<file path="src/rtl/de_pkg.sv">
// Shared encodings and defaults for the drawing-engine port arbiter.
package de_pkg;

    localparam logic [0:0] DE_IDLE  = 1'b0;
    localparam logic [0:0] DE_GRANT = 1'b1;

    localparam int DE_ADDR_W = 18;
    localparam int DE_DATA_W = 32;

    // Byte enables are active-low, so all ones means no byte enabled.
    localparam logic [3:0] DE_NBYTE_NONE = 4'b1111;

endpackage

</file>
<file path="src/rtl/de_port_arbiter_rr_pick.sv">
// Cyclic priority encoder: first set request at or after rr_ptr, wrapping at N_REQ.
module rr_pick #(
    parameter int N_REQ = 2,
    parameter int IDX_W = (N_REQ > 1) ? $clog2(N_REQ) : 1
) (
    input  logic [N_REQ-1:0] req,
    input  logic [IDX_W-1:0] rr_ptr,
    output logic [IDX_W-1:0] grant,
    output logic             valid
);

    int idx;

    // Scan farthest-first so the candidate closest to rr_ptr overwrites the rest.
    always_comb begin
        grant = '0;
        valid = 1'b0;
        idx   = 0;
        for (int k = N_REQ - 1; k >= 0; k--) begin
            idx = int'(rr_ptr) + k;
            if (idx >= N_REQ) begin
                idx = idx - N_REQ;
            end
            if (req[IDX_W'(idx)]) begin
                grant = IDX_W'(idx);
                valid = 1'b1;
            end
        end
    end

endmodule

</file>
<file path="src/rtl/de_port_arbiter.sv">
// Round-robin arbiter sharing one framestore drawing-engine port among N_REQ drawing units,
// one transfer per grant with a single idle cycle between transfers.
module de_port_arbiter
    import de_pkg::*;
#(
    parameter int N_REQ  = 2,
    parameter int ADDR_W = DE_ADDR_W,
    parameter int DATA_W = DE_DATA_W
) (
    input  logic                       clk,
    input  logic                       rst_n,
    input  logic [N_REQ-1:0]           s_de_req,
    input  logic [N_REQ*ADDR_W-1:0]    s_de_addr,
    input  logic [N_REQ*DATA_W/8-1:0]  s_de_nbyte,
    input  logic [N_REQ-1:0]           s_de_rnw,
    input  logic [N_REQ*DATA_W-1:0]    s_de_w_data,
    output logic [N_REQ-1:0]           s_de_ack,
    output logic [DATA_W-1:0]          s_de_r_data,
    output logic                       m_de_req,
    output logic [ADDR_W-1:0]          m_de_addr,
    output logic [DATA_W/8-1:0]        m_de_nbyte,
    output logic                       m_de_rnw,
    output logic [DATA_W-1:0]          m_de_w_data,
    input  logic                       m_de_ack,
    input  logic [DATA_W-1:0]          m_de_r_data,
    output logic                       busy
);

    localparam int NB_W  = DATA_W / 8;
    localparam int IDX_W = (N_REQ > 1) ? $clog2(N_REQ) : 1;

    logic [0:0]       state;
    logic [IDX_W-1:0] owner;
    logic [IDX_W-1:0] rr_ptr;
    logic [IDX_W-1:0] pick_idx;
    logic             pick_vld;
    logic             in_grant;

    function automatic logic [IDX_W-1:0] next_idx(input logic [IDX_W-1:0] idx);
        if (int'(idx) >= N_REQ - 1) begin
            return '0;
        end
        return idx + 1'b1;
    endfunction

    rr_pick #(
        .N_REQ (N_REQ),
        .IDX_W (IDX_W)
    ) u_rr_pick (
        .req    (s_de_req),
        .rr_ptr (rr_ptr),
        .grant  (pick_idx),
        .valid  (pick_vld)
    );

    assign in_grant    = (state == DE_GRANT);
    assign m_de_req    = in_grant;
    assign busy        = in_grant;
    assign s_de_r_data = m_de_r_data;

    // An owner that abandons its request releases the port without earning a pointer advance.
    always_ff @(posedge clk or negedge rst_n) begin
        if (!rst_n) begin
            state  <= DE_IDLE;
            owner  <= '0;
            rr_ptr <= '0;
        end else begin
            case (state)
                DE_IDLE: begin
                    if (pick_vld) begin
                        owner <= pick_idx;
                        state <= DE_GRANT;
                    end
                end
                default: begin
                    if (m_de_ack) begin
                        rr_ptr <= next_idx(owner);
                        state  <= DE_IDLE;
                    end else if (!s_de_req[owner]) begin
                        state <= DE_IDLE;
                    end
                end
            endcase
        end
    end

    // Outside GRANT the bus is parked and any framestore ack is swallowed.
    always_comb begin
        m_de_addr   = '0;
        m_de_nbyte  = {NB_W{1'b1}};
        m_de_rnw    = 1'b0;
        m_de_w_data = '0;
        s_de_ack    = '0;
        for (int i = 0; i < N_REQ; i++) begin
            if (in_grant && owner == IDX_W'(i)) begin
                m_de_addr   = s_de_addr[i*ADDR_W +: ADDR_W];
                m_de_nbyte  = s_de_nbyte[i*NB_W +: NB_W];
                m_de_rnw    = s_de_rnw[i];
                m_de_w_data = s_de_w_data[i*DATA_W +: DATA_W];
                s_de_ack[i] = m_de_ack;
            end
        end
    end

endmodule

</file>
<file path="config.mk">
export PLATFORM = sky130hd
export DESIGN_NAME = de_port_arbiter
export DESIGN_NICKNAME = d
export VERILOG_FILES = /design/src/rtl/de_pkg.sv /design/src/rtl/de_port_arbiter_rr_pick.sv /design/src/rtl/de_port_arbiter.sv
export SDC_FILE = /design/constraint.sdc
export NUM_CORES = 1
export LEC_CHECK = 0
export CORE_AREA = 2 2 93 95
export CTS_CLUSTER_DIAMETER = 100
export DETAILED_ROUTE_END_ITERATION = 6
export DIE_AREA = 0 0 95 97
export GPL_TIMING_DRIVEN = 0
export PLACE_DENSITY = 0.69
export RECOVER_POWER = 100
export SLEW_MARGIN = 20
export SYNTH_ARGS = -nofsm -noshare
export SYNTH_HDL_FRONTEND = slang
export SYNTH_SLANG_ARGS = --single-unit
export TNS_END_PERCENT = 5
</file>
<file path="constraint.sdc">
create_clock -name clk -period 3.4 [get_ports clk]
set_clock_uncertainty 0.05 [all_clocks]
set_input_delay 0.68 -clock clk [delete_from_list [all_inputs] [get_ports clk]]
set_output_delay 0.68 -clock clk [all_outputs]
set_load 0.05 [all_outputs]
</file>
# Word level (Yosys, flattened, before mapping)
# Cells that the tools add are included.
[classes]
n_reduce_logical = 4
n_lt_le_gt_ge = 6
mux = 31
add_sub_neg = 4
bitwise_logic = 2
[op_table]
columns = ["op", "n"]
rows = [
  ["$mux 32", 2],
  ["$mux 18", 2],
  ["$mux 1", 25],
  ["$mux 4", 2],
  ["$lt 1x3->1 const B", 2],
  ["$reduce_and 2->1", 2],
  ["$add 1x1->2 const B", 1],
  ["$ge 1x2->1 const B", 1],
  ["$ge 2x2->1 const B", 1],
  ["$logic_and 1x1->1", 2],
  ["$lt 1x2->1 const B", 1],
  ["$not 1->1", 2],
  ["$sub 1x1->1 const B", 2],
  ["$add 1x1->1 const B", 1],
  ["$ge 1x1->1 const B", 1],
]
[word_totals]
input_bits = 147
reg_bits = 3
output_inout_bits = 91

# Longest topological paths before layout
# Gate-level depths: netlist of run 1.
[logic_depth]
word_depth = 10
mapped_depth = 4
ltp_nobuf = 2

# Cells and area by module
# A second synthesis of run 1 with hierarchy kept.
[unflattened]
hier_cells = 170
area_unflattened_um2 = 1380.1
[modules_own_cells]
columns = ["mod", "cells_each", "instances", "area_each_um2"]
rows = [
  ["de_port_arbiter", 168, 1, 1366.3],
  ["rr_pick", 2, 1, 13.8],
]

# Worst setup path before layout of run 1
# Ideal clock, no wire load.
[synth_timing]
path_type = "flip-flop to output port"
start = "register state, in the netlist busy"
end = "output port m_de_addr[13]"
stages_incl_launch_ff = 4
arrival_time_ns = 1.784
required_time_ns = 2.670
path_slack_ns = 0.886
path_buffers = 2
cell_sequence = "dfrtp_1 -> buf_4 -> buf_6 -> nor2b_1"
[synth_between]
elab_chain_cells = 3
elab_cells_between_ends = 4
cone_classes = "mux: 2; reduce/logical: 2"
[synth_rtl]
columns = ["item", "line", "source"]
rows = [
  ["start, declared", "de_port_arbiter.sv:32", "logic [0:0] state;"],
  ["start signal, assigned", "de_port_arbiter.sv:64", "state <= DE_IDLE;"],
  ["start signal, assigned", "de_port_arbiter.sv:72", "state <= DE_GRANT;"],
  ["start signal, assigned", "de_port_arbiter.sv:78", "state <= DE_IDLE;"],
  ["$logic_and 1x1->1", "de_port_arbiter.sv:95", "if (in_grant && owner == IDX_W'(i)) begin"],
  ["$mux 18", "de_port_arbiter.sv:95", ""],
  ["$mux 18 (*)", "de_port_arbiter.sv:95", ""],
  ["end, declared", "de_port_arbiter.sv:20", "output logic [ADDR_W-1:0] m_de_addr,"],
]
# Every way passes the cells marked *; elsewhere a longest branch is shown, timed or not.

# Worst setup path after layout of run 1
[layout_timing]
start = "input port m_de_ack"
end = "output port s_de_ack[1]"
[layout_between]
elab_chain_cells = 1
[layout_rtl]
columns = ["item", "line", "source"]
rows = [
  ["start, declared", "de_port_arbiter.sv:24", "input logic m_de_ack,"],
  ["$mux 1", "de_port_arbiter.sv:95", ""],
  ["end, declared", "de_port_arbiter.sv:17", "output logic [N_REQ-1:0] s_de_ack,"],
]
# Every way passes these cells.

==> impl_metrics.yaml, run 1 <==
synthesis:
  synth-simple-area-share_pct: 25.7
  synth_nets: 316
  ys_types: 16
  postSynthAreaPerCell_um2: 8.55
  synthCells: 169
  muxShareOfSynthArea_pct: 38.9
  ys_seq_area_share_pct: 5.19
  synth_area_um2: 1450
  synth-seq-cells: 3
  synth_compound_area_share_pct: 1.65
  synth_adder_area_share_pct: 0
  yosysWarnings: 0
  synth_top_family_by_area: "multiplexers"
  synth_xor_area_share_pct: 0
cells_and_area:
  drive_gt1_share_pct: 13.0
  layout_common_cells: "clkdlybuf4s50_1, dlygate4sd3_1, mux2i_1"
  nFillCells: 762
  final_nets: 526
  antenna_cells: 0
  layout_commonest_cell: "clkdlybuf4s50_1"
  areaGrowthSynthToFinish_pct: 154
global_routing:
  grt_max_degree: 11
  grt_use_total_pct: 11.6
  antenna_found_initial: 0
  grt_pass1_wl_um: 8660
  first_global_vias: 1853
  grt-ovfl-total: 0
sta:
  maxSlewViolCount: 0
  grt_setup_unrepaired: "no"
  holdWs_ns: 0.443
  maxSlewHeadroom_pct: 63.9
  finalSetupViolCount: 0
  fin_setup_tns_ns: 0
  tightest_slew_ns: 0.540
  period_share_pct: 92.2
  fmax_ghz: 0.319
  hold_viol: 0
  period_needed_ns: 3.14
critical_path:
  start_kind: "input pin"
  crit_arrival_ns: 2.41
  endpoint_kind: "primary output"
  worst_ep_required_time_ns: 2.67
  path_cells: "dlygate4sd3_1 -> and3_4 -> dlygate4sd3_1"
  path_max_fanout: 5
  crit_type: "in2out"
  slowest_delay_ns: 0.87
  slowest_stage: "dlygate4sd3_1"
  crit_top_cell: "dlygate4sd3_1"
detailed_routing:
  drt_iter0_markers: 4
  wire_per_inst_um: 12.5
  totalWireLength_um: 6020
  first_pass_iters: 4
  drc_errors: 0
  num_vias: 1900
  postRouteAntennaNets: 0
  via_per_inst: 3.93
floorplan:
  die-height_um: 97
  die_w_um: 95
  fp.dieArea_um2: 9220
  num_rows: 33
  core_um2: 8130
  io_pins: 238
  initial_utilization_pct: 17.8
clocking:
  cts_tree: "done"
  cts_made_buffers: 3
  clk_latency_ns: 0.21
  cts_setup_buffers: 0
  root_buffer: "clkbuf_8"
  h-tree-depth: 1
  cts_sinks: 3
  ctsResizeCount: 0
  cts_hold_buf: 0
  cts_buffer_depth: 2
  path_clk_slew_ns: 0.03
pwr:
  peakVddDrop_mv: 0.353
  power_uw: 2000
  leakage_uw: 0.00173
  power_density_nw_per_um2: 546
worst_hold_path:
  min_path_type: "reg2reg"
place:
  hpwl_um: 5330
  place.gp.congestion: 0.741
  io_buffers: 205
job:
  drv_cap: 0
run_status:
  status: "complete, no violations"
## stage by stage
step           cells  utilization, %  worst slack, ns  instance area [um2]
4_1_cts          483            45.2            0.348                 3670
3_3_place_gp     479            44.6            0.399                 3630
5_1_grt          483            45.2            0.177                 3670
3_5_place_dp     479            44.6            0.412                 3630
6_report         483            45.2            0.264                 3670
2_1_floorplan    169               -            0.886                 1450
## power breakdown
part	leakage [uW]	internal [uW]	switching [uW]	total (uW)
Sequential	0.0000345	50.4	16.6	66.9
Clock	0.0000228	79.9	22.8	103
Combinational	0.00167	779	1060	1830
Total	0.00173	909	1100	2000
## critical path: cells and delay by family
family	cells	cell delay [ns]
simple gates	1	0.22
buf+inv	2	1.50
## cell usage after synthesis
| master | count | share of area, % |
|---|---|---|
| o21ai_2 | 1 | 0.61 |
| mux2_2 | 1 | 0.78 |
| buf_12 | 6 | 8.3 |
| and3_4 | 1 | 0.78 |
| clkbuf_1 | 4 | 1.0 |
| nor2b_1 | 52 | 23 |
| nand2b_1 | 1 | 0.43 |
| dfrtp_1 | 3 | 5.2 |
| mux2i_1 | 55 | 38 |
| a32o_1 | 1 | 0.69 |
| buf_4 | 34 | 18 |
| buf_6 | 2 | 1.6 |
| nor2_1 | 1 | 0.26 |
| nor2_2 | 1 | 0.43 |
| nand2_1 | 5 | 1.3 |
| a21oi_1 | 1 | 0.35 |
## registers in the layout, summed over array words and instances (netlist names)
name and count:
owner 1, rr_ptr 1, busy 1
## worst paths after layout
| kind | start | endpoint | slack, ns | cells past startpoint |
|---|---|---|---|---|
| worst max-delay path | m_de_ack | s_de_ack[1] | 0.26 | 3 |
| worst min-delay path | rr_ptr$_DFFE_PN0P_ | rr_ptr$_DFFE_PN0P_ | 0.44 | 2 |
| worst max register to register | busy$_DFF_PN0_ | rr_ptr$_DFFE_PN0P_ | 2.11 | 4 |
| worst min register to register | rr_ptr$_DFFE_PN0P_ | rr_ptr$_DFFE_PN0P_ | 0.44 | 2 |
| max in group asynchronous | rst_n | rr_ptr$_DFFE_PN0P_ | 2.47 | 1 |
| min in group asynchronous | rst_n | busy$_DFF_PN0_ | 0.68 | 1 |
## layer usage
| metal | vias up | GRT usage, % | share of wire (%) |
|---|---|---|---|
| li1 | 942 | - | - |
| met1 | 825 | 11.2 | 33 |
| met2 | 131 | 23.3 | 54 |
| met3 | 2 | 3.82 | 12 |
| met4 | 0 | 1.67 | 0.48 |
| met5 | - | 0 | 0 |
## cell type report
class                      count  area (um2)  area share, %
buffer                        46         413           11.2
timing repair buffer         205        2050           55.9
sequential                     3        75.1           2.04
tap                          105         131           3.58
multi-input combinational    120         957           26.1
clock buffer                   4        45.0           1.23
## cells by family after synthesis
family                 after synthesis
AND/OR/NAND/NOR                     61
multiplexers                        56
flip-flops                           3
buffers and inverters               46
AO/OA/AOI/OAI                        3
No activity file was read; power rests on OpenSTA's default activity.
==> inputs of run 2 (changes only) <==
--- a/config.mk
+++ b/config.mk
@@ -10,7 +10,7 @@
 export DETAILED_ROUTE_END_ITERATION = 6
 export DIE_AREA = 0 0 95 97
 export GPL_TIMING_DRIVEN = 0
-export PLACE_DENSITY = 0.69
+export PLACE_DENSITY = 0.68
 export RECOVER_POWER = 100
 export SLEW_MARGIN = 20
 export SYNTH_ARGS = -nofsm -noshare
==> run 2 against run 1 <==
  * Cell count unchanged
  * Via count up 1.3%
  * Largest power group unchanged
  * Non-clock buffer count unchanged
  * Sequential power down 4.9%
  * First-iteration DRC count rose to 3.0 times the previous value
  * Worst hold slack worse by 0.0053 ns
  * Sequential cell count unchanged
  * Clock-buffer cell count unchanged
  * Power down 0.25%
  * Critical path depth unchanged
  * Combinational power about the same
  * Largest cell class unchanged
==> impl_metrics.yaml, run 2 (synthesis gave the netlist of run 1 again) <==
floorplan:
  num_rows: 33
  die_w_um: 95
  core_um2: 8130
  fp.dieArea_um2: 9220
  initial_utilization_pct: 17.8
  io_pins: 238
  die-height_um: 97
place:
  placed_cell_area_um2: 3630
  place.gp.congestion: 0.732
  hpwl_um: 5270
  io_buffers: 205
detailed_routing:
  via_per_inst: 3.99
  drc_errors: 0
  num_vias: 1925
  totalWireLength_um: 6040
  drt_iter0_markers: 12
  wire_per_inst_um: 12.5
  postRouteAntennaNets: 0
  first_pass_iters: 2
clocking:
  cts_buffer_depth: 2
  path_clk_slew_ns: 0.03
  ctsResizeCount: 0
  cts_setup_buffers: 0
  root_buffer: "clkbuf_8"
  cts_hold_buf: 0
  cts_tree: "done"
  cts_sinks: 3
  clk_latency_ns: 0.22
  h-tree-depth: 1
  cts_made_buffers: 3
sta:
  fin_setup_tns_ns: 0
  holdWs_ns: 0.438
  hold_viol: 0
  maxSlewViolCount: 0
  tightest_slew_ns: 0.536
  period_needed_ns: 3.18
  maxSlewHeadroom_pct: 64.1
  grt_setup_unrepaired: "no"
  finalSetupViolCount: 0
  fmax_ghz: 0.315
  period_share_pct: 93.5
global_routing:
  grt_use_total_pct: 12.1
  grt_pass1_wl_um: 9030
  antenna_found_initial: 0
  grt_max_degree: 11
  first_global_vias: 1945
  grt-ovfl-total: 0
worst_hold_path:
  min_path_type: "reg2reg"
  hold_depth: 2
  hp-start: "rr_ptr$_DFFE_PN0P_"
cells_and_area:
  nFillCells: 790
  layout_commonest_cell: "clkdlybuf4s50_1"
  antenna_cells: 0
  areaGrowthSynthToFinish_pct: 154
  stdcell_area_um2: 3670
  drive_gt1_share_pct: 13.0
  final_nets: 526
  layout_common_cells: "clkdlybuf4s50_1, dlygate4sd3_1, mux2i_1"
critical_path:
  r2r-start: "busy$_DFF_PN0_"
  crit_arrival_ns: 2.45
  cp-startpoint: "m_de_ack"
  r2r_cells: 4
  path_max_fanout: 5
  start_kind: "input pin"
  endpoint_kind: "primary output"
  crit_type: "in2out"
  worst_ep_required_time_ns: 2.67
pwr:
  power_density_nw_per_um2: 544
  leakage_uw: 0.00173
  peakVddDrop_mv: 0.273
run_status:
  status: "complete, no violations"
job:
  drv_cap: 0
==> run 2: cell counts in the layout (fill, tap and decap cells not counted) <==
Identical to the previous run, type by type.
==> run 2: worst max-delay path: stages <==
cell and delay (ns):
dlygate4sd3_1 0.65, and3_4 0.23, dlygate4sd3_1 0.89
==> run 2: path summary, 6_finish.rpt <==
path | end | slack (ns)
max | s_de_ack[1] | 0.22
min | rr_ptr$_DFFE_PN0P_ | 0.44
max reg2reg | rr_ptr$_DFFE_PN0P_ | 2.20
min reg2reg | rr_ptr$_DFFE_PN0P_ | 0.44
max in group asynchronous | rr_ptr$_DFFE_PN0P_ | 2.48
min in group asynchronous | busy$_DFF_PN0_ | 0.67
==> run 2: stage by stage <==
stage / cells / worst slack [ns] / utilization (%) / power (uW)
2_1_floorplan: 169 / 0.886 / - / 1420
3_3_place_gp: 479 / 0.361 / 44.6 / 1980
3_5_place_dp: 479 / 0.368 / 44.6 / 1990
4_1_cts: 483 / 0.361 / 45.2 / 2100
5_1_grt: 483 / 0.190 / 45.2 / 2110
6_report: 483 / 0.221 / 45.2 / 2000
==> run 2: cell type report <==
class	instances	area [um2]	area share (%)
Buffer	46	413	11.2
Clock buffer	4	45.0	1.23
Sequential cell	3	75.1	2.04
Multi-Input combinational cell	120	957	26.1
Timing Repair Buffer	205	2050	55.9
Tap cell	105	131	3.58
==> run 2: metal layers <==
metal,global-route usage [%],vias to the layer above,wire (um)
li1,-,945,-
met1,11.9,844,2020
met2,23.5,132,3170
met3,4.83,4,792
met4,2.12,0,52
met5,0,-,0
==> run 2: where the power goes <==
group / internal, uW / switching (uW) / total [uW]
Sequential: 50.4 / 13.2 / 63.6
Combinational: 779 / 1050 / 1830
Clock: 80.1 / 25.3 / 105
Total: 909 / 1090 / 2000
